==> src/rtl/sw_key_event_ctrl_pkg.sv <==
// sw_key_event_ctrl_pkg: shared event, register map and local-bus types for the key/switch controller
package sw_key_event_ctrl_pkg;
    localparam int NUM_KEYS = 4;
    localparam int NUM_SW = 3;
    localparam int NUM_IN = NUM_KEYS + NUM_SW;
    typedef struct packed {
        logic       level;
        logic [2:0] idx;
    } key_evt_t;
    localparam logic [15:0] REG_KEY = 16'h0;
    localparam logic [15:0] REG_SW = 16'h2;
    localparam logic [15:0] REG_EVT = 16'h4;
    localparam logic [15:0] REG_CTRL = 16'h6;
    localparam int ST_IRQ_EN = 0;
    localparam int ST_OVF = 1;
    localparam int ST_CNT_LSB = 2;
    localparam int ST_CNT_W = 4;
    typedef struct packed {
        logic        rd;
        logic        wr;
        logic [15:0] addr;
        logic [15:0] wdata;
    } lb_slave_t;
    function automatic logic MatchRLB(lb_slave_t lb, logic [15:0] addr);
        return lb.rd && lb.addr == addr;
    endfunction
    function automatic logic MatchWLB(lb_slave_t lb, logic [15:0] addr);
        return lb.wr && lb.addr == addr;
    endfunction
endpackage

==> src/rtl/sw_key_event_ctrl_debounce.sv <==
// sw_key_debounce: 2-FF synchroniser plus hold counter for one input; chg_o pulses on the accepting edge
module sw_key_debounce #(
    parameter int DEBOUNCE_CYCLES = 20000
) (
    input  logic clk_i,
    input  logic rst_ni,
    input  logic raw_i,
    output logic stable_o,
    output logic chg_o
);
    localparam int CW = $clog2(DEBOUNCE_CYCLES);
    localparam logic [CW-1:0] LAST = CW'(DEBOUNCE_CYCLES - 1);
    logic [1:0] sync_q;
    logic [CW-1:0] cnt_q, cnt_d;
    logic stable_q, diff;
    assign diff = sync_q[1] ^ stable_q;
    assign chg_o = diff && cnt_q == LAST;
    assign cnt_d = (diff && !chg_o) ? cnt_q + CW'(1) : '0;
    assign stable_o = stable_q;
    always_ff @(posedge clk_i or negedge rst_ni) begin
        if (!rst_ni) begin
            sync_q <= '0;
            cnt_q <= '0;
            stable_q <= 1'b0;
        end else begin
            sync_q <= {sync_q[0], raw_i};
            cnt_q <= cnt_d;
            if (chg_o) stable_q <= sync_q[1];
        end
    end
endmodule

==> src/rtl/sw_key_event_ctrl.sv <==
// sw_key_event_ctrl: debounced key/switch sampler with a prioritised event FIFO and interrupt on the local bus
module sw_key_event_ctrl
    import sw_key_event_ctrl_pkg::*;
#(
    parameter int DEBOUNCE_CYCLES = 20000,
    parameter int FIFO_DEPTH = 8
) (
    input  logic        lb_clk,
    input  logic        rst_n,
    input  lb_slave_t   xt_lb,
    output logic [15:0] rdata,
    input  logic [3:0]  key_raw,
    input  logic [2:0]  sw_raw,
    output logic        irq
);
    localparam int AW = $clog2(FIFO_DEPTH);
    logic [NUM_IN-1:0] in_raw, stable, chg, pend_q, pend_d;
    key_evt_t mem_q [FIFO_DEPTH];
    key_evt_t evt, head;
    logic [AW:0] wr_ptr_q, rd_ptr_q, count;
    logic [15:0] ctrl_word;
    logic irq_en_q, ovf_q, irq_q, empty, full, any_pend, push, pop, drop, wr_ctrl, ovf_clr;
    logic unused_wdata;

    assign in_raw = {sw_raw, ~key_raw};
    for (genvar i = 0; i < NUM_IN; i++) begin : g_deb
        sw_key_debounce #(.DEBOUNCE_CYCLES(DEBOUNCE_CYCLES)) u_deb (
            .clk_i(lb_clk), .rst_ni(rst_n), .raw_i(in_raw[i]),
            .stable_o(stable[i]), .chg_o(chg[i])
        );
    end

    // lowest pending index wins; clearing the lowest set bit retires it
    always_comb begin
        evt = '0;
        for (int k = NUM_IN - 1; k >= 0; k--)
            if (pend_q[k]) evt = {stable[k], 3'(k)};
    end
    assign pend_d = (pend_q & (pend_q - NUM_IN'(1))) | chg;
    assign any_pend = |pend_q;
    assign count = wr_ptr_q - rd_ptr_q;
    assign empty = count == '0;
    assign full = count == (AW+1)'(FIFO_DEPTH);
    assign pop = MatchRLB(xt_lb, REG_EVT) && !empty;
    assign push = any_pend && (!full || pop);
    assign drop = any_pend && full && !pop;
    assign wr_ctrl = MatchWLB(xt_lb, REG_CTRL);
    assign ovf_clr = wr_ctrl && xt_lb.wdata[ST_OVF];
    assign head = mem_q[rd_ptr_q[AW-1:0]];
    assign unused_wdata = ^xt_lb.wdata[15:2];

    always_comb begin
        ctrl_word = '0;
        ctrl_word[ST_IRQ_EN] = irq_en_q;
        ctrl_word[ST_OVF] = ovf_q;
        ctrl_word[ST_CNT_LSB +: ST_CNT_W] = ST_CNT_W'(count);
    end

    assign rdata = MatchRLB(xt_lb, REG_KEY) ? {12'b0, stable[3:0]} :
                   MatchRLB(xt_lb, REG_SW) ? {13'b0, stable[6:4]} :
                   pop ? {1'b1, 11'b0, head} :
                   MatchRLB(xt_lb, REG_CTRL) ? ctrl_word : '0;
    assign irq = irq_q;

    always_ff @(posedge lb_clk) begin
        if (push) mem_q[wr_ptr_q[AW-1:0]] <= evt;
    end

    always_ff @(posedge lb_clk or negedge rst_n) begin
        if (!rst_n) begin
            pend_q <= '0;
            wr_ptr_q <= '0;
            rd_ptr_q <= '0;
            irq_en_q <= 1'b0;
            ovf_q <= 1'b0;
            irq_q <= 1'b0;
        end else begin
            pend_q <= pend_d;
            if (push) wr_ptr_q <= wr_ptr_q + (AW+1)'(1);
            if (pop) rd_ptr_q <= rd_ptr_q + (AW+1)'(1);
            if (wr_ctrl) irq_en_q <= xt_lb.wdata[ST_IRQ_EN];
            ovf_q <= drop || (ovf_q && !ovf_clr);
            irq_q <= irq_en_q && (!empty || ovf_q);
        end
    end
endmodule
==> config.mk <==
export PLATFORM = sky130hd
export DESIGN_NAME = sw_key_event_ctrl
export DESIGN_NICKNAME = d
export VERILOG_FILES = /design/src/rtl/sw_key_event_ctrl_pkg.sv /design/src/rtl/sw_key_event_ctrl_debounce.sv /design/src/rtl/sw_key_event_ctrl.sv
export SDC_FILE = /design/constraint.sdc
export NUM_CORES = 1
export LEC_CHECK = 0
export CELL_PAD_IN_SITES_DETAIL_PLACEMENT = 0
export CELL_PAD_IN_SITES_GLOBAL_PLACEMENT = 1
export CORE_MARGIN = 2
export CORE_UTILIZATION = 25
export CTS_BUF_LIST = sky130_fd_sc_hd__clkbuf_16
export CTS_CLUSTER_SIZE = 40
export DETAILED_ROUTE_END_ITERATION = 10
export HOLD_SLACK_MARGIN = 0.15
export MAX_ROUTING_LAYER = met4
export PLACE_DENSITY = 0.49
export SYNTH_ARGS = -nofsm -noshare
export SYNTH_HDL_FRONTEND = slang
export SYNTH_SLANG_ARGS = --single-unit
==> constraint.sdc <==
create_clock -name lb_clk -period 3.8 [get_ports lb_clk]
set_input_delay 0.76 -clock lb_clk [delete_from_list [all_inputs] [get_ports lb_clk]]
set_output_delay 0.76 -clock lb_clk [all_outputs]
set_load 0.005 [all_outputs]
---- After elaboration in Yosys (flattened, before gate mapping) ----
Memories as Yosys holds them, arrays and structs flattened.
Cells that the tools add are included.
storage, ports and cells
  register bits ........................... 144
  memory bits (writable) .................. 32
  bits of input ports ..................... 43
  output and inout bits ................... 17
  logic and storage cells ................. 123
  memories ................................ 1
operators by class
  add/sub/neg operators ................... 11
  eq/ne operators ......................... 11
  muxes and demuxes ....................... 20
  bitwise gates (word level) .............. 10
  reduce and logical (&&, ||, !) cells .... 43
memories
  name   depth  width  read ports  clocked after memory_dff  write ports  line                     RTL
  mem_q  8      4      1           0                         1            sw_key_event_ctrl.sv:18  key_evt_t mem_q [FIFO_DEPTH];
operators by type and width
  kind                     number
  $add A15 B1 Y15 const B  7
  $eq A15 B15 Y1 const B   7
  $mux W15                 7
  $mux W16                 3
  $eq A16 B3 Y1 const B    2
  $mux W4                  7
  $logic_and A1 B1 Y1      26
  $eq A16 B2 Y1 const B    1
  $logic_not A16 Y1        1
  $logic_not A1 Y1         11
  $add A4 B1 Y4 const B    2
  $and A7 B7 Y7            1
  $or A7 B7 Y7             1
  $reduce_or A7 Y1         1
  $sub A7 B1 Y7 const B    1
  $xor A1 B1 Y1            7
  $mux W6                  1
  $eq A4 B4 Y1 const B     1
  $logic_not A4 Y1         1
  $not A4 Y4               1
  $sub A4 B4 Y4            1
  $logic_or A1 B1 Y1       3
  $mux W1                  2

---- Longest topological paths before layout ----
Gate-level depths: netlist of the first run.
  word-level depth ........................ 8
  gate-level depth with buffers ........... 9
  mapped depth without buffers ............ 8

---- By module ----
Synthesis of the first run repeated with hierarchy kept, for this count alone.
second synthesis, totals
  cell total of the unflattened synthesis .. 776
  area, all modules ....................... 8524.4 µm²
by module, submodules not included
  module                                instances  cells each  area each (µm²)  seq. area each (µm²)
  sw_key_debounce (g_deb[0].u_deb ...)  6          81          839.6            450.4
  sw_key_event_ctrl                     1          207         2620.0           1411.4
  sw_key_debounce (g_deb[4].u_deb)      1          83          867.1            450.4

---- Worst setup path after synthesis of the first run ----
No wires, ideal clock.
  path kind ............................... register to output
  start ................................... register wr_ptr_q[0]
  end ..................................... output rdata[2]
  arrival ................................. 2.110 ns
  data required time ...................... 3.040 ns
  slack ................................... 0.930 ns
  stages on the path, launching flop included .. 9
  path through ............................ dfrtp_1 > inv_1 > ha_1 > fa_1 > xor2_1 > and3_1 > a311o_1 > buf_6 > o221ai_1
on the way
  longest elaborated chain between the ends .. 7
  elaborated cells on any way between the ends .. 8
  classes of those cells .................. add/sub (1); mux (4); reduce/logical (3)
ends and longest elaborated chain
  item                    line                     RTL
  from (decl)             sw_key_event_ctrl.sv:20  logic [AW:0] wr_ptr_q, rd_ptr_q, count;
  from (signal assigned)  sw_key_event_ctrl.sv:79  if (push) wr_ptr_q <= wr_ptr_q + (AW+1)'(1);
  $sub A4 B4 Y4 (*)       sw_key_event_ctrl.sv:41  assign count = wr_ptr_q - rd_ptr_q;
  $logic_not A4 Y1        sw_key_event_ctrl.sv:42  assign empty = count == '0;
  $logic_not A1 Y1        sw_key_event_ctrl.sv:44  assign pop = MatchRLB(xt_lb, REG_EVT) && !empty;
  $logic_and A1 B1 Y1     sw_key_event_ctrl.sv:44
  $mux W16 (*)            sw_key_event_ctrl.sv:61  pop ? {1'b1, 11'b0, head} :
  $mux W16 (*)            sw_key_event_ctrl.sv:60  MatchRLB(xt_lb, REG_SW) ? {13'b0, stable[6:4]} :
  $mux W16 (*)            sw_key_event_ctrl.sv:59  assign rdata = MatchRLB(xt_lb, REG_KEY) ? {12'b0, stable[3:0]} :
  to (decl)               sw_key_event_ctrl.sv:11  output logic [15:0] rdata,
Every way passes the cells marked *; elsewhere a longest branch is shown, timed or not.

---- Final worst setup path of the first run ----
  start ................................... input xt_lb[19] in the netlist's numbering
  end ..................................... output rdata[1]
on the way
  longest elaborated chain between the ends .. 6
  elaborated cells on any way between the ends .. 13
  classes of those cells .................. eq/ne (3); mux (4); reduce/logical (6)
ends and longest elaborated chain
  item                                                   line                                              RTL
  from (decl)                                            sw_key_event_ctrl.sv:10                           input lb_slave_t xt_lb,
  $eq A16 B3 Y1                                          sw_key_event_ctrl_pkg.sv:25                       return lb.rd && lb.addr == addr;
  $logic_and A1 B1 Y1                                    sw_key_event_ctrl_pkg.sv:25
  $mux W6 / $logic_and A1 B1 Y1 (equally long branches)  sw_key_event_ctrl.sv:62, sw_key_event_ctrl.sv:44
  $mux W16                                               sw_key_event_ctrl.sv:61
  $mux W16                                               sw_key_event_ctrl.sv:60
  $mux W16 (*)                                           sw_key_event_ctrl.sv:59
Marks and branches as above.

==> impl_metrics.py, run 1 <==
metrics = {
    "clock_tree": {
        "cts.clk_slew.worst_paths_ns": 0.07,
        "hold_buffers": 0,
        "ctsHtreeMaxLevel": 4,
        "clkLatencyLatePin_ns": 0.43,
        "clock-sinks": 176,
        "cts_tree": "done",
        "clock-root-buffer": "clkbuf_16",
        "cts_buffer_depth": 2,
        "cts_made_buffers": 17,
    },
    "setup_path": {
        "endpoint_kind": "primary output",
        "arrival_ns": 2.95,
        "worst_path_max_delay_cell": "or4_1",
        "max_stage_delay_ns": 0.61,
        "cpMostUsedCell": "clkdlybuf4s50_1",
        "worst-path-max-fanout": 3,
        "cp.required_ns": 3.04,
        "r2r_cells": 9,
        "critical_path_class": "primary input to primary output",
        "crit_chain": "clkdlybuf4s50_1, or4_1, nor4_1, buf_4, a22oi_1, o21ai_1, clkdlybuf4s50_1",
        "worstReg2RegStart": "wr_ptr_q[0]$_DFFE_PN0P_",
        "cpLargestDelayFamily": "buffers and inverters",
        "r2r-end": "mem_q[2][0]$_DFFE_PP_",
        "r2r_slack_ns": 1.38,
        "cp_num_cells": 7,
        "setup.worst_path.start_class": "primary input",
        "crit_buf_inv": 3,
    },
    "pwr": {
        "cellLeakagePower_uw": 0.004052,
        "ir_drop_v": 0.0003078,
        "p_int_uw": 2904,
        "pwr-share-seq_pct": 52.0,
        "p_switching_uw": 871.6,
        "p_sw_share_pct": 23.09,
        "clkPwrFrac_pct": 44.4,
        "power_density_nw_per_um2": 392.6,
        "p_comb_share_pct": 3.6,
    },
    "final_layout": {
        "fin_nets": 841,
        "instances_no_fill": 1200,
        "final_area_um2": 9615,
        "drive_gt1_share_pct": 11.65,
        "diodes": 0,
        "area_growth_pct": 18.76,
    },
    "timing": {
        "drv_slew": 0,
        "hold_viol": 0,
        "setup_viol": 0,
        "hold_slack_ns": 0.3135,
        "tns_ns": 0,
        "slew_headroom_pct": 49.72,
        "fin_crit_ns": 3.710,
        "timing.final.crit_share_pct": 97.62,
        "max_freq_mhz": 269.6,
        "fin_ws_ns": 0.09049,
        "fin_worst_skew_ns": 0.01592,
        "worst_pin_slew_ns": 0.7485,
        "rsz0062_at_grt": "no",
    },
    "placed_design": {
        "hpwl_um": 11650,
        "port_buffers": 36,
        "globalplace.congestion": 0.7263,
        "placed_area_um2": 8997,
        "post-place-ws_ns": -0.01930,
        "dp.cells": 1165,
    },
    "route": {
        "drt_first_pass_iters": 4,
        "wl_per_cell_um": 13.60,
        "via_per_inst": 4.320,
        "dr.first_iter.drc_count": 314,
        "post-route-drc-count": 0,
        "drt_wl_total_um": 16320,
        "via_count": 5184,
        "ant_nets": 0,
    },
    "yosys": {
        "synth_top_family_by_area": "simple AND/OR/NAND/NOR gates",
        "syn_inst": 723,
        "synth_seq_area_share_pct": 56.37,
        "synth_seq_cells": 176,
        "synth_adder_area_share_pct": 2.102,
        "avgSynthCellArea_um2": 11.20,
        "synth_warnings": 0,
        "ys_types": 59,
        "synth_simple_gate_area_share_pct": 19.47,
        "synth_xor_area_share_pct": 11.47,
        "yosys-mux-area-fraction_pct": 4.482,
        "synth-compound-area-share_pct": 3.307,
        "synth_area_um2": 8097,
    },
    "grt": {
        "antenna_found_initial": 0,
        "grt.total_usage_pct": 10.76,
        "grt_pass1_wl_um": 27890,
        "grt-ovfl-total": 0,
        "grt_pass1_vias": 5368,
        "grt_max_degree": 69,
    },
    "floorplanning": {
        "die_w_um": 184.0,
        "fp-row-count": 65,
        "core_um2": 31720,
        "initial_core_util_pct": 25.53,
        "die_area_um2": 33840,
        "die_h_um": 184.0,
        "num_io_pins": 60,
    },
    "run": {
        "maxCapViolations": 0,
    },
    "run_status": {
        "status": "complete, no violations",
    },
    "min_path": {
        "min_path_type": "primary input to async pin",
    },
}
## layout by cell type, fill, tap and decap left out, drive strengths merged, types with 2 or more instances in the layout
master           n
mux4             8
nand4bb          2
inv             35
xor2            61
or2              2
dfrtp          144
and4             7
nand3           41
clkinv           5
clkdlybuf4s50   33
nor2           135
xnor2           45
dlymetal6s2s     2
nor4b            6
mux2i            4
nor4            10
ha              12
edfxtp          32
o31ai            2
a21oi            9
conb             9
and3            16
nor3            21
clkbuf          17
o21ai           12
a21boi           3
nand2b          11
a22oi            2
buf             21
or4              2
nand4           25
nand2           36
mux2            12
## stage by stage
step                power [µW]  util, %
detailed placement        2141    28.37
global placement          2143    28.37
global route              3953    30.32
floorplan                 2058        -
finish                    3775    30.32
CTS                       3856    30.15
## worst register-to-register path: stages (launching register included)
cell      delay, ns
dfrtp_1        0.36
inv_2          0.08
ha_2           0.20
fa_2           0.33
xor2_1         0.16
and3_4         0.20
a21boi_4       0.16
a21bo_2        0.25
nor4_1         0.20
buf_4          0.20
## power groups by stage
| stage | sequential, µW | combinational, µW | clock (µW) |
|---|---|---|---|
| after detailed placement | 2000 | 141 | 0 |
| after global routing | 1970 | 161 | 1830 |
| after floorplan | 1990 | 63.9 | 0 |
| after global placement | 2000 | 143 | 0 |
| final | 1960 | 135 | 1680 |
| after CTS | 1960 | 142 | 1750 |
## layout make-up
cell class	instances	area, µm²
fill	3287	22100
inverter	27	101.3
clock buffer	17	425.4
sequential	176	4566
timing repair buffer	56	516.7
tap	402	503.0
clock inverter	15	130.1
multi-input combinational	507	3373
## sequential cells by signal (all words and copies together), names as in the netlist
name	cells
g_deb.u_deb.sync_q	14
irq	1
irq_en_q	1
g_deb.u_deb.cnt_q	105
pend_q	7
g_deb.u_deb.stable_o	7
mem_q	32
wr_ptr_q	4
ovf_q	1
rd_ptr_q	4
## cell usage after synthesis (all sizes together)
master | instances | area, µm²
a211o | 1 | 8.760
a211oi | 1 | 7.510
a21bo | 1 | 10.01
a21boi | 3 | 45.05
a21o | 1 | 7.510
a21oi | 9 | 48.80
a221oi | 1 | 8.760
a22oi | 2 | 15.01
a311o | 1 | 10.01
a31o | 1 | 8.760
and2 | 1 | 6.260
and3 | 16 | 100.1
and4 | 7 | 61.31
buf | 14 | 95.08
clkbuf | 7 | 26.28
conb | 1 | 3.750
dfrtp | 144 | 3603
edfxtp | 32 | 960.9
fa | 1 | 20.02
ha | 12 | 150.1
inv | 27 | 101.4
mux2 | 12 | 142.6
mux2i | 4 | 40.04
mux4 | 8 | 180.2
nand2 | 36 | 135.1
nand2b | 11 | 76.32
nand3 | 41 | 205.2
nand3b | 1 | 7.510
nand4 | 25 | 156.4
nand4bb | 2 | 22.52
nor2 | 135 | 506.7
nor2b | 1 | 6.260
nor3 | 21 | 116.4
nor4 | 10 | 83.83
nor4b | 6 | 58.80
o21a | 1 | 7.510
o21ai | 12 | 60.06
o221ai | 1 | 8.760
o22ai | 1 | 6.260
o31ai | 2 | 15.01
or2 | 2 | 15.02
or4 | 2 | 18.77
xnor2 | 45 | 394.1
xor2 | 61 | 534.3
## kinds of logic (layout without fill, tap and decap cells)
logic type               Yosys count  in the layout
AND/OR/NAND/NOR                  317            317
flip-flops                       176            176
XOR/XNOR                         106            106
buffers and inverters             48            115
AO/OA/AOI/OAI                     38             38
multiplexers                      24             24
adder cells (fa/ha/maj)           13             13
other                              1              9
## routing by layer
metal / global-route usage [%] / vias to the layer above / wire [µm]
met5: - / - / 0
met3: 2.159 / 19 / 333
met1: 14.39 / 2518 / 8241
met2: 16.26 / 51 / 7474
li1: - / 2596 / -
met4: 3.680 / 0 / 270
## repair_timing
item,CTS,global route
gates resized for setup,1,11
pin swaps,1,1
setup buffers,1,2
setup endpoints to repair,5,5
## worst max path at each step
stage	from	to	slack, ns
2_1_floorplan	wr_ptr_q[0]$_DFFE_PN0P_	rdata[2]	0.93
6_report	xt_lb[19]	rdata[1]	0.09
4_1_cts	wr_ptr_q[0]$_DFFE_PN0P_	rdata[3]	-0.03
3_3_place_gp	xt_lb[19]	rdata[3]	0.02
5_1_grt	xt_lb[19]	rdata[1]	0.007
3_5_place_dp	xt_lb[19]	rdata[3]	-0.02
Note: power is estimated with default switching activity, not from simulation.
==> inputs of run 2 (changes only) <==
- CAP_MARGIN: default -> 20
==> results of run 2 <==
Same layout as run 1: the final DEF is identical, and so are final timing and power.
